## src/rtl/alu_ctrl_exec_if.sv

```systemverilog
// EX-stage ALU handshake bundle.
// Operation request in, registered result and HI/LO out.
interface alu_ctrl_exec_if #(
  parameter int WIDTH = 32
);
  logic             in_valid;
  logic             in_ready;
  logic [1:0]       alu_op;
  logic [5:0]       funct;
  logic [WIDTH-1:0] a;
  logic [WIDTH-1:0] b;
  logic             out_valid;
  logic             out_ready;
  logic [WIDTH-1:0] result;
  logic             zero;
  logic             illegal;
  logic [3:0]       alu_ctrl;
  logic [WIDTH-1:0] hi;
  logic [WIDTH-1:0] lo;

  modport master (
    output in_valid, alu_op, funct, a, b, out_ready,
    input  in_ready, out_valid, result, zero, illegal,
    input  alu_ctrl, hi, lo
  );

  modport slave (
    input  in_valid, alu_op, funct, a, b, out_ready,
    output in_ready, out_valid, result, zero, illegal,
    output alu_ctrl, hi, lo
  );
endinterface

```

## src/rtl/alu_ctrl_exec.sv

```systemverilog
// ALU control decode + execute with iterative MULTU/DIVU.
// Results are registered and held under a valid/ready handshake.
module alu_ctrl_exec #(
  parameter int WIDTH     = 32,
  parameter bit MULDIV_EN = 1'b1
) (
  input logic             clk,
  input logic             reset,
  alu_ctrl_exec_if.slave  bus
);
  localparam int CNT_W = $clog2(WIDTH) + 1;

  typedef enum logic [3:0] {
    C_AND   = 4'b0000,
    C_OR    = 4'b0001,
    C_ADD   = 4'b0010,
    C_XOR   = 4'b0011,
    C_SUB   = 4'b0110,
    C_SLT   = 4'b0111,
    C_SLTU  = 4'b1000,
    C_MULTU = 4'b1001,
    C_DIVU  = 4'b1010,
    C_MFHI  = 4'b1011,
    C_NOR   = 4'b1100,
    C_MFLO  = 4'b1101,
    C_ILL   = 4'b1111
  } ctrl_e;

  typedef enum logic [1:0] {
    IDLE,
    MUL,
    DIV,
    DONE
  } state_e;

  state_e             state_q;
  state_e             state_d;
  logic [CNT_W-1:0]   cnt_q;
  logic [2*WIDTH-1:0] prod_q;
  logic [WIDTH-1:0]   opnd_q;
  logic               valid_q;
  logic [WIDTH-1:0]   result_q;
  logic               zero_q;
  logic               illegal_q;
  ctrl_e              ctrl_q;
  logic [WIDTH-1:0]   hi_q;
  logic [WIDTH-1:0]   lo_q;

  ctrl_e              dec;
  logic [WIDTH-1:0]   alu_res;
  logic               in_ready;
  logic               accept;
  logic               is_mul;
  logic               is_div;
  logic               last;
  logic [WIDTH:0]     mul_sum;
  logic [WIDTH:0]     div_sh;
  logic [WIDTH:0]     div_dif;
  logic [2*WIDTH-1:0] mul_next;
  logic [2*WIDTH-1:0] div_next;

  assign in_ready = (state_q == IDLE) &&
                    (!valid_q || bus.out_ready);
  assign accept   = bus.in_valid && in_ready;
  assign is_mul   = (dec == C_MULTU);
  assign is_div   = (dec == C_DIVU) && (bus.b != '0);
  assign last     = (cnt_q == CNT_W'(WIDTH - 1));

  always_comb begin
    dec = C_ILL;
    unique case (bus.alu_op)
      2'b00: dec = C_ADD;
      2'b01: dec = C_SUB;
      2'b10: begin
        case (bus.funct)
          6'b100000: dec = C_ADD;
          6'b100010: dec = C_SUB;
          6'b100100: dec = C_AND;
          6'b100101: dec = C_OR;
          6'b100110: dec = C_XOR;
          6'b100111: dec = C_NOR;
          6'b101010: dec = C_SLT;
          6'b101011: dec = C_SLTU;
          6'b011001: dec = C_MULTU;
          6'b011011: dec = C_DIVU;
          6'b010000: dec = C_MFHI;
          6'b010010: dec = C_MFLO;
          default:   dec = C_ILL;
        endcase
      end
      default: dec = C_ILL;
    endcase
    if (!MULDIV_EN &&
        (dec == C_MULTU || dec == C_DIVU ||
         dec == C_MFHI  || dec == C_MFLO))
      dec = C_ILL;
  end

  always_comb begin
    alu_res = '0;
    case (dec)
      C_ADD:  alu_res = bus.a + bus.b;
      C_SUB:  alu_res = bus.a - bus.b;
      C_AND:  alu_res = bus.a & bus.b;
      C_OR:   alu_res = bus.a | bus.b;
      C_XOR:  alu_res = bus.a ^ bus.b;
      C_NOR:  alu_res = ~(bus.a | bus.b);
      C_SLT:  alu_res[0] = $signed(bus.a) < $signed(bus.b);
      C_SLTU: alu_res[0] = bus.a < bus.b;
      C_MFHI: alu_res = hi_q;
      C_MFLO: alu_res = lo_q;
      C_DIVU: alu_res = '1;
      default: alu_res = '0;
    endcase
  end

  // Shift-add: multiplier sits in the low half, shifted out LSB first.
  assign mul_sum  = {1'b0, prod_q[2*WIDTH-1:WIDTH]} +
                    (prod_q[0] ? {1'b0, opnd_q} : '0);
  assign mul_next = {mul_sum, prod_q[WIDTH-1:1]};

  // Restoring divide: remainder high, quotient shifts in low.
  assign div_sh   = {prod_q[2*WIDTH-1:WIDTH], prod_q[WIDTH-1]};
  assign div_dif  = div_sh - {1'b0, opnd_q};
  assign div_next = div_dif[WIDTH] ?
    {div_sh[WIDTH-1:0], prod_q[WIDTH-2:0], 1'b0} :
    {div_dif[WIDTH-1:0], prod_q[WIDTH-2:0], 1'b1};

  always_comb begin
    state_d = state_q;
    unique case (state_q)
      IDLE: begin
        if (accept && is_mul)      state_d = MUL;
        else if (accept && is_div) state_d = DIV;
      end
      MUL:     if (last) state_d = DONE;
      DIV:     if (last) state_d = DONE;
      DONE:    state_d = IDLE;
      default: state_d = IDLE;
    endcase
  end

  always_ff @(posedge clk or posedge reset) begin
    if (reset) state_q <= IDLE;
    else       state_q <= state_d;
  end

  always_ff @(posedge clk or posedge reset) begin
    if (reset) begin
      cnt_q     <= '0;
      prod_q    <= '0;
      opnd_q    <= '0;
      valid_q   <= 1'b0;
      result_q  <= '0;
      zero_q    <= 1'b1;
      illegal_q <= 1'b0;
      ctrl_q    <= C_AND;
      hi_q      <= '0;
      lo_q      <= '0;
    end else if (accept) begin
      ctrl_q <= dec;
      cnt_q  <= '0;
      if (is_mul) begin
        prod_q  <= {{WIDTH{1'b0}}, bus.b};
        opnd_q  <= bus.a;
        valid_q <= 1'b0;
      end else if (is_div) begin
        prod_q  <= {{WIDTH{1'b0}}, bus.a};
        opnd_q  <= bus.b;
        valid_q <= 1'b0;
      end else begin
        valid_q   <= 1'b1;
        result_q  <= alu_res;
        zero_q    <= (alu_res == '0);
        illegal_q <= (dec == C_ILL);
        if (dec == C_DIVU) begin
          hi_q <= bus.a;
          lo_q <= '1;
        end
      end
    end else begin
      if (bus.out_ready) valid_q <= 1'b0;
      case (state_q)
        MUL: begin
          prod_q <= mul_next;
          cnt_q  <= cnt_q + CNT_W'(1);
        end
        DIV: begin
          prod_q <= div_next;
          cnt_q  <= cnt_q + CNT_W'(1);
        end
        DONE: begin
          hi_q      <= prod_q[2*WIDTH-1:WIDTH];
          lo_q      <= prod_q[WIDTH-1:0];
          result_q  <= prod_q[WIDTH-1:0];
          zero_q    <= (prod_q[WIDTH-1:0] == '0);
          illegal_q <= 1'b0;
          valid_q   <= 1'b1;
        end
        default: ;
      endcase
    end
  end

  assign bus.in_ready  = in_ready;
  assign bus.out_valid = valid_q;
  assign bus.result    = result_q;
  assign bus.zero      = zero_q;
  assign bus.illegal   = illegal_q;
  assign bus.alu_ctrl  = ctrl_q;
  assign bus.hi        = hi_q;
  assign bus.lo        = lo_q;
endmodule

```

## src/flat_wrapper.sv

```systemverilog
// flat-port wrapper written by rule: the top's interface ports become plain ports
module alu_ctrl_exec_flat 
#(
  parameter int WIDTH     = 32,
  parameter bit MULDIV_EN = 1'b1
)
  (clk, reset, bus_in_valid, bus_alu_op, bus_funct, bus_a, bus_b, bus_out_ready, bus_in_ready, bus_out_valid, bus_result, bus_zero, bus_illegal, bus_alu_ctrl, bus_hi, bus_lo);
  alu_ctrl_exec_if #(.WIDTH(WIDTH)) bus_i ();
  input logic clk;
  input logic reset;
  input wire logic [$bits(bus_i.in_valid)-1:0] bus_in_valid;
  input wire logic [$bits(bus_i.alu_op)-1:0] bus_alu_op;
  input wire logic [$bits(bus_i.funct)-1:0] bus_funct;
  input wire logic [$bits(bus_i.a)-1:0] bus_a;
  input wire logic [$bits(bus_i.b)-1:0] bus_b;
  input wire logic [$bits(bus_i.out_ready)-1:0] bus_out_ready;
  output wire logic [$bits(bus_i.in_ready)-1:0] bus_in_ready;
  output wire logic [$bits(bus_i.out_valid)-1:0] bus_out_valid;
  output wire logic [$bits(bus_i.result)-1:0] bus_result;
  output wire logic [$bits(bus_i.zero)-1:0] bus_zero;
  output wire logic [$bits(bus_i.illegal)-1:0] bus_illegal;
  output wire logic [$bits(bus_i.alu_ctrl)-1:0] bus_alu_ctrl;
  output wire logic [$bits(bus_i.hi)-1:0] bus_hi;
  output wire logic [$bits(bus_i.lo)-1:0] bus_lo;
  assign bus_i.in_valid = bus_in_valid;
  assign bus_i.alu_op = bus_alu_op;
  assign bus_i.funct = bus_funct;
  assign bus_i.a = bus_a;
  assign bus_i.b = bus_b;
  assign bus_i.out_ready = bus_out_ready;
  assign bus_in_ready = bus_i.in_ready;
  assign bus_out_valid = bus_i.out_valid;
  assign bus_result = bus_i.result;
  assign bus_zero = bus_i.zero;
  assign bus_illegal = bus_i.illegal;
  assign bus_alu_ctrl = bus_i.alu_ctrl;
  assign bus_hi = bus_i.hi;
  assign bus_lo = bus_i.lo;
  alu_ctrl_exec #(.WIDTH(WIDTH), .MULDIV_EN(MULDIV_EN)) u_core (.clk(clk), .reset(reset), .bus(bus_i));
endmodule
```

## config.mk

```make
export PLATFORM = sky130hd
export DESIGN_NAME = alu_ctrl_exec_flat
export DESIGN_NICKNAME = d
export VERILOG_FILES = /design/src/rtl/alu_ctrl_exec_if.sv /design/src/rtl/alu_ctrl_exec.sv /design/src/flat_wrapper.sv
export SDC_FILE = /design/constraint.sdc
export NUM_CORES = 1
export LEC_CHECK = 0
export ABC_AREA = 1
export BUFFER_PORTS_ARGS = -buffer_cell sky130_fd_sc_hd__buf_4
export CAP_MARGIN = 20
export CORE_MARGIN = 2
export CORE_UTILIZATION = 45
export DETAILED_ROUTE_END_ITERATION = 10
export PLACE_DENSITY = 0.6
export SETUP_SLACK_MARGIN = 0.1
export SYNTH_ARGS = -nofsm -noshare
export SYNTH_HDL_FRONTEND = slang
export SYNTH_SLANG_ARGS = --single-unit
```

## constraint.sdc

```tcl
create_clock -name clk -period 8.42 [get_ports clk]
set_clock_uncertainty 0.1 [all_clocks]
set_input_delay 0.842 -clock clk [delete_from_list [all_inputs] [get_ports clk]]
set_output_delay 0.842 -clock clk [all_outputs]
set_load 0.005 [all_outputs]
```

==> results of run 1 <==
[placed cells by master (no fill, tap or decap), drive strengths merged, types with 4 or more instances in the layout]
cell and instances:
a21oi 251, or2 16, nand4 53, nor4 18, clkinv 4, inv 423, buf 205, xnor2 13
nand3 177, a22oi 31, nand2 907, o21bai 9, o211ai 42, ha 165, o221ai 4, xor2 46
nor3 40, a21boi 4, o21a 7, clkbuf 34, o21ai 357, dfrtp 206, nor2 338, o22ai 4
a31oi 59, nand3b 4, fa 4
[flip-flops by register name (all words and copies together) (netlist names)]
name                  flops
u_core.prod_q            64
u_core.bus.hi            32
u_core.bus.lo            32
u_core.bus.result        32
u_core.opnd_q            32
u_core.cnt_q              6
u_core.bus.alu_ctrl       4
u_core.state_q            2
u_core.bus.illegal        1
u_core.bus.out_valid      1
u_core.bus.zero           1
[area by class of cell]
class / count / area (sq um)
clock inverters: 11 / 121.4
diodes: 1 / 2.502
well taps: 600 / 750.7
clock buffers: 34 / 699.4
fillers: 4750 / 22150
multi-input cells: 2563 / 13360
repair buffers: 205 / 1536
flip-flops and latches: 207 / 5181
inverters: 420 / 1584
[worst reg2reg max path, cell delays in order, from the launching register on]
cell	delay (ns)
dfrtp_1	0.38
inv_1	0.16
ha_1	0.17
inv_1	0.05
a21oi_1	0.26
nand2_4	0.14
inv_2	0.60
or2_2	0.25
nand2_2	0.52
a21oi_4	1.03
buf_4	0.78
nor2_1	0.15
a31oi_1	0.20
[Yosys cell counts, drive strengths merged]
library cell and count:
o311ai 1, fa 4, or3 1, nand3b 4, ha 165, o211ai 42, o21bai 9, dfstp 1
dfrtp 206, o2bb2ai 2, o31ai 3, inv 420, a221oi 1, o31a 1, nand3 177, a21boi 4
nand2 907, xor2 46, o221ai 4, nor3 40, and2 2, buf 54, nor4 18, a31oi 59
o21ai 357, xnor2 13, clkbuf 94, or2 16, o22ai 4, o21a 7, nand4 53, a21oi 251
and3 1, a22oi 31, nor2 338, a21o 2
[stage by stage]
step	cell area, sq um	total power (W)	hold slack, ns
2_1_floorplan	20690	0.005043	0.3334
3_3_place_gp	22410	0.006842	0.3482
3_5_place_dp	22410	0.006920	0.3721
4_1_cts	23230	0.008032	0.3874
5_1_grt	23230	0.008740	0.4004
6_report	23230	0.008168	0.3636
[path summary, 6_finish.rpt]
| check | from | end | slack [ns] | cells after the start |
|---|---|---|---|---|
| max in group asynchronous | reset | u_core.opnd_q[9] | 6.27 | 3 |
| max | bus_funct[0] | u_core.bus.hi[22] | 3.01 | 19 |
| max reg2reg | u_core.state_q[0] | u_core.bus.hi[22] | 3.53 | 12 |
| min in group clk | u_core.cnt_q[4] | u_core.cnt_q[4] | 0.39 | 1 |
| min reg2reg | u_core.cnt_q[4] | u_core.cnt_q[4] | 0.39 | 1 |
| min | reset | u_core.cnt_q[5] | 0.36 | 2 |
[cell families after synthesis]
family	count (synthesis)	synth area share (%)
DFF	207	25.04
AOI/OAI and AO/OA	778	20.62
adders and majority gates	169	10.36
xor gates and xnor gates	59	2.497
buffers and inverters	568	10.66
and+or+nand+nor	1557	30.82
[routing by layer]
| metal | vias up | global-route usage (%) |
|---|---|---|
| met1 | 11536 | 54.75 |
| met4 | 4 | 24.83 |
| li1 | 11114 | - |
| met5 | - | 0 |
| met3 | 298 | 7.919 |
| met2 | 1361 | 61.72 |
[power by group through the flow]
stage                     logic (W)  clock network [W]  registers, W
after floorplan             0.00325                  0       0.00179
after global placement      0.00479                  0       0.00206
after detailed placement    0.00485                  0       0.00207
after CTS                   0.00487            0.00110       0.00206
after global routing        0.00548            0.00114       0.00212
final                       0.00496            0.00110       0.00211
==> impl_metrics.ini, run 1 <==
[status]
outcome = finished clean

[critical_path]
worst-path-buf-inv = 5
critical-path-top-delay-family = compound AO/OA/AOI/OAI gates
required_ns = 8.77
crit_type = in -> reg
path_cells = buf_4 -> inv_1 -> nand2_1 -> nor2_1 -> nand2_1 -> nand2_1 -> nor2_2 -> o21ai_2 -> inv_2 -> nand3_2 -> nor2_4 -> inv_2 -> nor2_1 -> a31oi_1 -> nand2_2 -> a21oi_4 -> buf_4 -> nor2_1 -> a31oi_1
cp_slowest_stage_delay_ns = 1.03
worst-path-max-fanout = 82
critPathLaunchType = input port
worst_ep_arrival_time_ns = 5.76
slowest_cell_on_the_critical_path = a21oi_4
worstSetupEndpointType = flip-flop

[logic_synthesis]
ys_seq_area_share_pct = 25.04
yosysWarningCount = 0
synth_nets = 3583
synth.cell_area_sq_um = 20690
yosysUniqueCellTypes = 47
post_synth_main_area_contributors = dfrtp_1, nand2_1, ha_1
netlist_instances = 3338
syn_area_per_cell_sq_um = 6.200
post-synth-top-area-cell = dfrtp_1
netlist.area_leader.share_pct = 24.91
synth.ff_latch_count = 207

[placed_design]
gp_congestion = 1.103
detailed_place_hpwl_mm = 80.19
place_worst_setup_slack_ns = 2.659
post-place-cells = 3994
buffer_ports.inserted = 179

[route]
drt-pass1-iter-count = 7
highest_metal_layer_with_signal_wires = met5
drtAntennaViolNets = 0
detailedRoute.firstIterationViolations = 3171
wirelength_mm = 99.80
met3WireLength_mm = 10.24
dr_wl_met2_mm = 42.32
wl_per_cell_um = 24.70
met1Wirelength_mm = 40.09
dr_total_vias = 24313
detail_route.vias_per_cell = 6.017
remaining_drc_errors = 0

[timing]
fmax_ghz = 0.1849
timing.slew.headroom_pct = 25.28
timing.final.setup_violations = 0
number_of_max_slew_violations_in_the_final_report = 0
setup-tns-final_ns = 0
final_hold_viol_count = 0
final.period_utilization_pct = 64.23
grt_setup_unrepaired = no
smallest_setup_slack_after_layout_ns = 3.012
worstMarginPinSlew_ns = 1.117
post-route-min-period_ns = 5.409

[pwr]
internal_power_w = 0.003827
power_density_nw_per_um2 = 351.5
power.share.switching_pct = 53.15
switchingPower_w = 0.004341
vdd.ir_drop.worst_uv = 450.4
power.share.combinational_pct = 60.7
clock_power_share_pct = 13.4
sequentialPowerShare_pct = 25.8
power.static_leakage_nw = 11.91

[floorplan]
rows = 78
core_region_area_sq_um = 45380
floorplan.initialDensity_pct = 45.60
die_height_um = 218.5
die_w_um = 218.5
die_area_sq_um = 47720
ios = 180

[clock_tree]
cts.hold.buffers_added = 0
clock_tree.htree_level_count = 1
count_of_buffers_added_by_post_cts_timing_repair_for_setup = 0
cts_sinks = 207
cts_buffer_depth = 3
cts_resized = 0
cts.root.buffer_cell = clkbuf_16
clk_transition_reported_paths_ns = 0.06
cts_tree = yes
cts_buffers = 25
clock_latency_ns = 0.55

[global_route]
antenna_found_initial = 3
grt_max_degree = 140
globalRoute.totalOverflow = 0
grt_pass1_vias = 22805
grt_util_all_layers_pct = 41.17
grt_pass1_wl_mm = 145.9

[min_path]
timing.hold.worst.class = in -> async

[run]
max_cap_viol_count = 0

[layout]
final_util_pct = 51.20
flow.area_growth_from_synthesis_pct = 12.27
layout.cells.non_filler = 4041
finalNetCount = 3667
post_route_cells_drive_above_1_share_pct = 8.227
No activity file was read; power rests on OpenSTA's default activity.
==> inputs of run 2 (changes only) <==
Clock period 8.42 ns to 5.31 ns, I/O delays scaled along.
==> run 2 against run 1 <==
  * The flow now finishes with violations (hold timing)
  * Sequential cell count is the same
  * Critical endpoint is now u_core.opnd_q[7]
  * Via count rose by 0.84%
  * Setup slack worse by 2.1 ns
==> impl_metrics.ini, run 2 (same netlist as run 1, synthesis figures left out) <==
[global_route]
grt_util_all_layers_pct = 41.35
grt_max_degree = 127
grt_pass1_vias = 23119
globalRoute.totalOverflow = 0
antenna_found_initial = 3
grt_pass1_wl_mm = 146.8

[critical_path]
crit_path_start = u_core.state_q[0]
reg2regPathDepth = 11
r2r-start = u_core.state_q[0]
worst-path-max-fanout = 65
crit_type = reg -> reg
worstSetupEndpointType = flip-flop
required_ns = 5.66
critPathLaunchType = flip-flop
ff_to_ff_setup_slack_ns = 0.90
worst_ep_arrival_time_ns = 4.77
reg_to_reg_end = u_core.opnd_q[7]

[timing]
worstMarginPinSlew_ns = 1.138
post-route-min-period_ns = 4.414
grt_setup_unrepaired = no
final.period_utilization_pct = 83.13
number_of_max_slew_violations_in_the_final_report = 0
smallest_setup_slack_after_layout_ns = 0.8957
timing.slew.headroom_pct = 24.03
final_hold_viol_count = 9
final.hold.worst_slack_ns = -0.03700
fmax_ghz = 0.2265
setup-tns-final_ns = 0
timing.final.setup_violations = 0

[clock_tree]
clock_tree.htree_level_count = 1
cts_resized = 0
cts.root.buffer_cell = clkbuf_16
cts_sinks = 207
cts_buffer_depth = 3
cts_tree = yes
cts.hold.buffers_added = 0
clk_transition_reported_paths_ns = 0.06
count_of_buffers_added_by_post_cts_timing_repair_for_setup = 0
clock_latency_ns = 0.57
cts_buffers = 25

[run]
max_cap_viol_count = 0

[placed_design]
buffer_ports.inserted = 179
place_worst_setup_slack_ns = 0.8416
post-place-cells = 4008
detailed_place_hpwl_mm = 79.97
gp_congestion = 1.188

[floorplan]
die_height_um = 218.5
floorplan.initialDensity_pct = 45.60
die_w_um = 218.5
ios = 180
die_area_sq_um = 47720
core_region_area_sq_um = 45380
rows = 78

[route]
dr_total_vias = 24518
detail_route.vias_per_cell = 6.048
wirelength_mm = 100.7
drtAntennaViolNets = 0
wl_per_cell_um = 24.83
detailedRoute.firstIterationViolations = 3402
remaining_drc_errors = 0
drt-pass1-iter-count = 6

[pwr]
totalPowerFinal_w = 0.01313
power_density_nw_per_um2 = 559.0
power.static_leakage_nw = 12.04
vdd.ir_drop.worst_uv = 522.8

[layout]
largest_register_ffs = 64
layout_common_cells = nand2_1, inv_1, o21ai_0
flow.area_growth_from_synthesis_pct = 13.46
num_antenna_cells = 0
regMostFlops = u_core.prod_q
finalNetCount = 3680
post_route_cells_drive_above_1_share_pct = 8.570
layout.cells.non_filler = 4054
layout_commonest_cell = nand2_1

[min_path]
timing.hold.worst.class = in -> async

[status]
violated_checks = hold timing
outcome = finished with violations
[run 2: cell types whose count changed in the layout (fill, tap and decap cells not counted), sizes merged]
| cell | previous run | this run |
|---|---|---|
| clkinv | 4 | 2 |
| inv | 423 | 422 |
| buf | 205 | 218 |
| clkinvlp | 2 | 1 |
| clkbuf | 34 | 35 |
| bufinv | 2 | 6 |
| diode | 1 | 0 |
[run 2: worst max-delay path, stage by stage, from the launching register on]
cell,delay [ns]
dfrtp_1,0.39
inv_1,0.16
ha_1,0.17
inv_1,0.05
a21oi_1,0.27
nand2_4,0.39
nor2_1,0.89
a31oi_1,0.28
inv_2,0.17
buf_4,0.64
o211ai_1,0.47
o21ai_0,0.20
[run 2: power breakdown]
group	internal (W)	switching (W)
logic	0.00276	0.00511
registers	0.00232	0.000977
clock network	0.00123	0.000747
total	0.00630	0.00683
[run 2: per-stage QoR]
step | area [sq um] | util, %
after floorplan | 20700 | -
after global placement | 22550 | 49.69
after detailed placement | 22550 | 49.69
after CTS | 23480 | 51.74
after global routing | 23480 | 51.74
final | 23480 | 51.74
[run 2: routing by layer]
metal  global-route usage (%)  share of wire (%)  vias to the layer above
met5                        0              0.043                        -
met4                    25.90                7.6                        6
li1                         -                  -                    11161
met2                    62.25                 42                     1598
met1                    54.65                 40                    11433
met3                    7.585                 10                      320
[run 2: layout make-up]
cell class | instances | area, sq um
inverter | 420 | 1580
tap | 600 | 750.7
multi-input combinational | 2563 | 13350
clock buffer | 35 | 703.2
sequential | 207 | 5181
timing repair buffer | 218 | 1687
clock inverter | 11 | 230.2
fill | 4670 | 21900
[run 2: worst max path at each step]
stage | endpoint | slack, ns | cells after the start
after floorplan | u_core.bus.alu_ctrl[0] | 1.99 | 1
after global placement | u_core.prod_q[7] | 0.84 | 16
after CTS | u_core.opnd_q[10] | 1.11 | 11
final | u_core.opnd_q[7] | 0.90 | 11
after global routing | u_core.opnd_q[10] | 0.68 | 11
after detailed placement | u_core.opnd_q[10] | 0.84 | 17
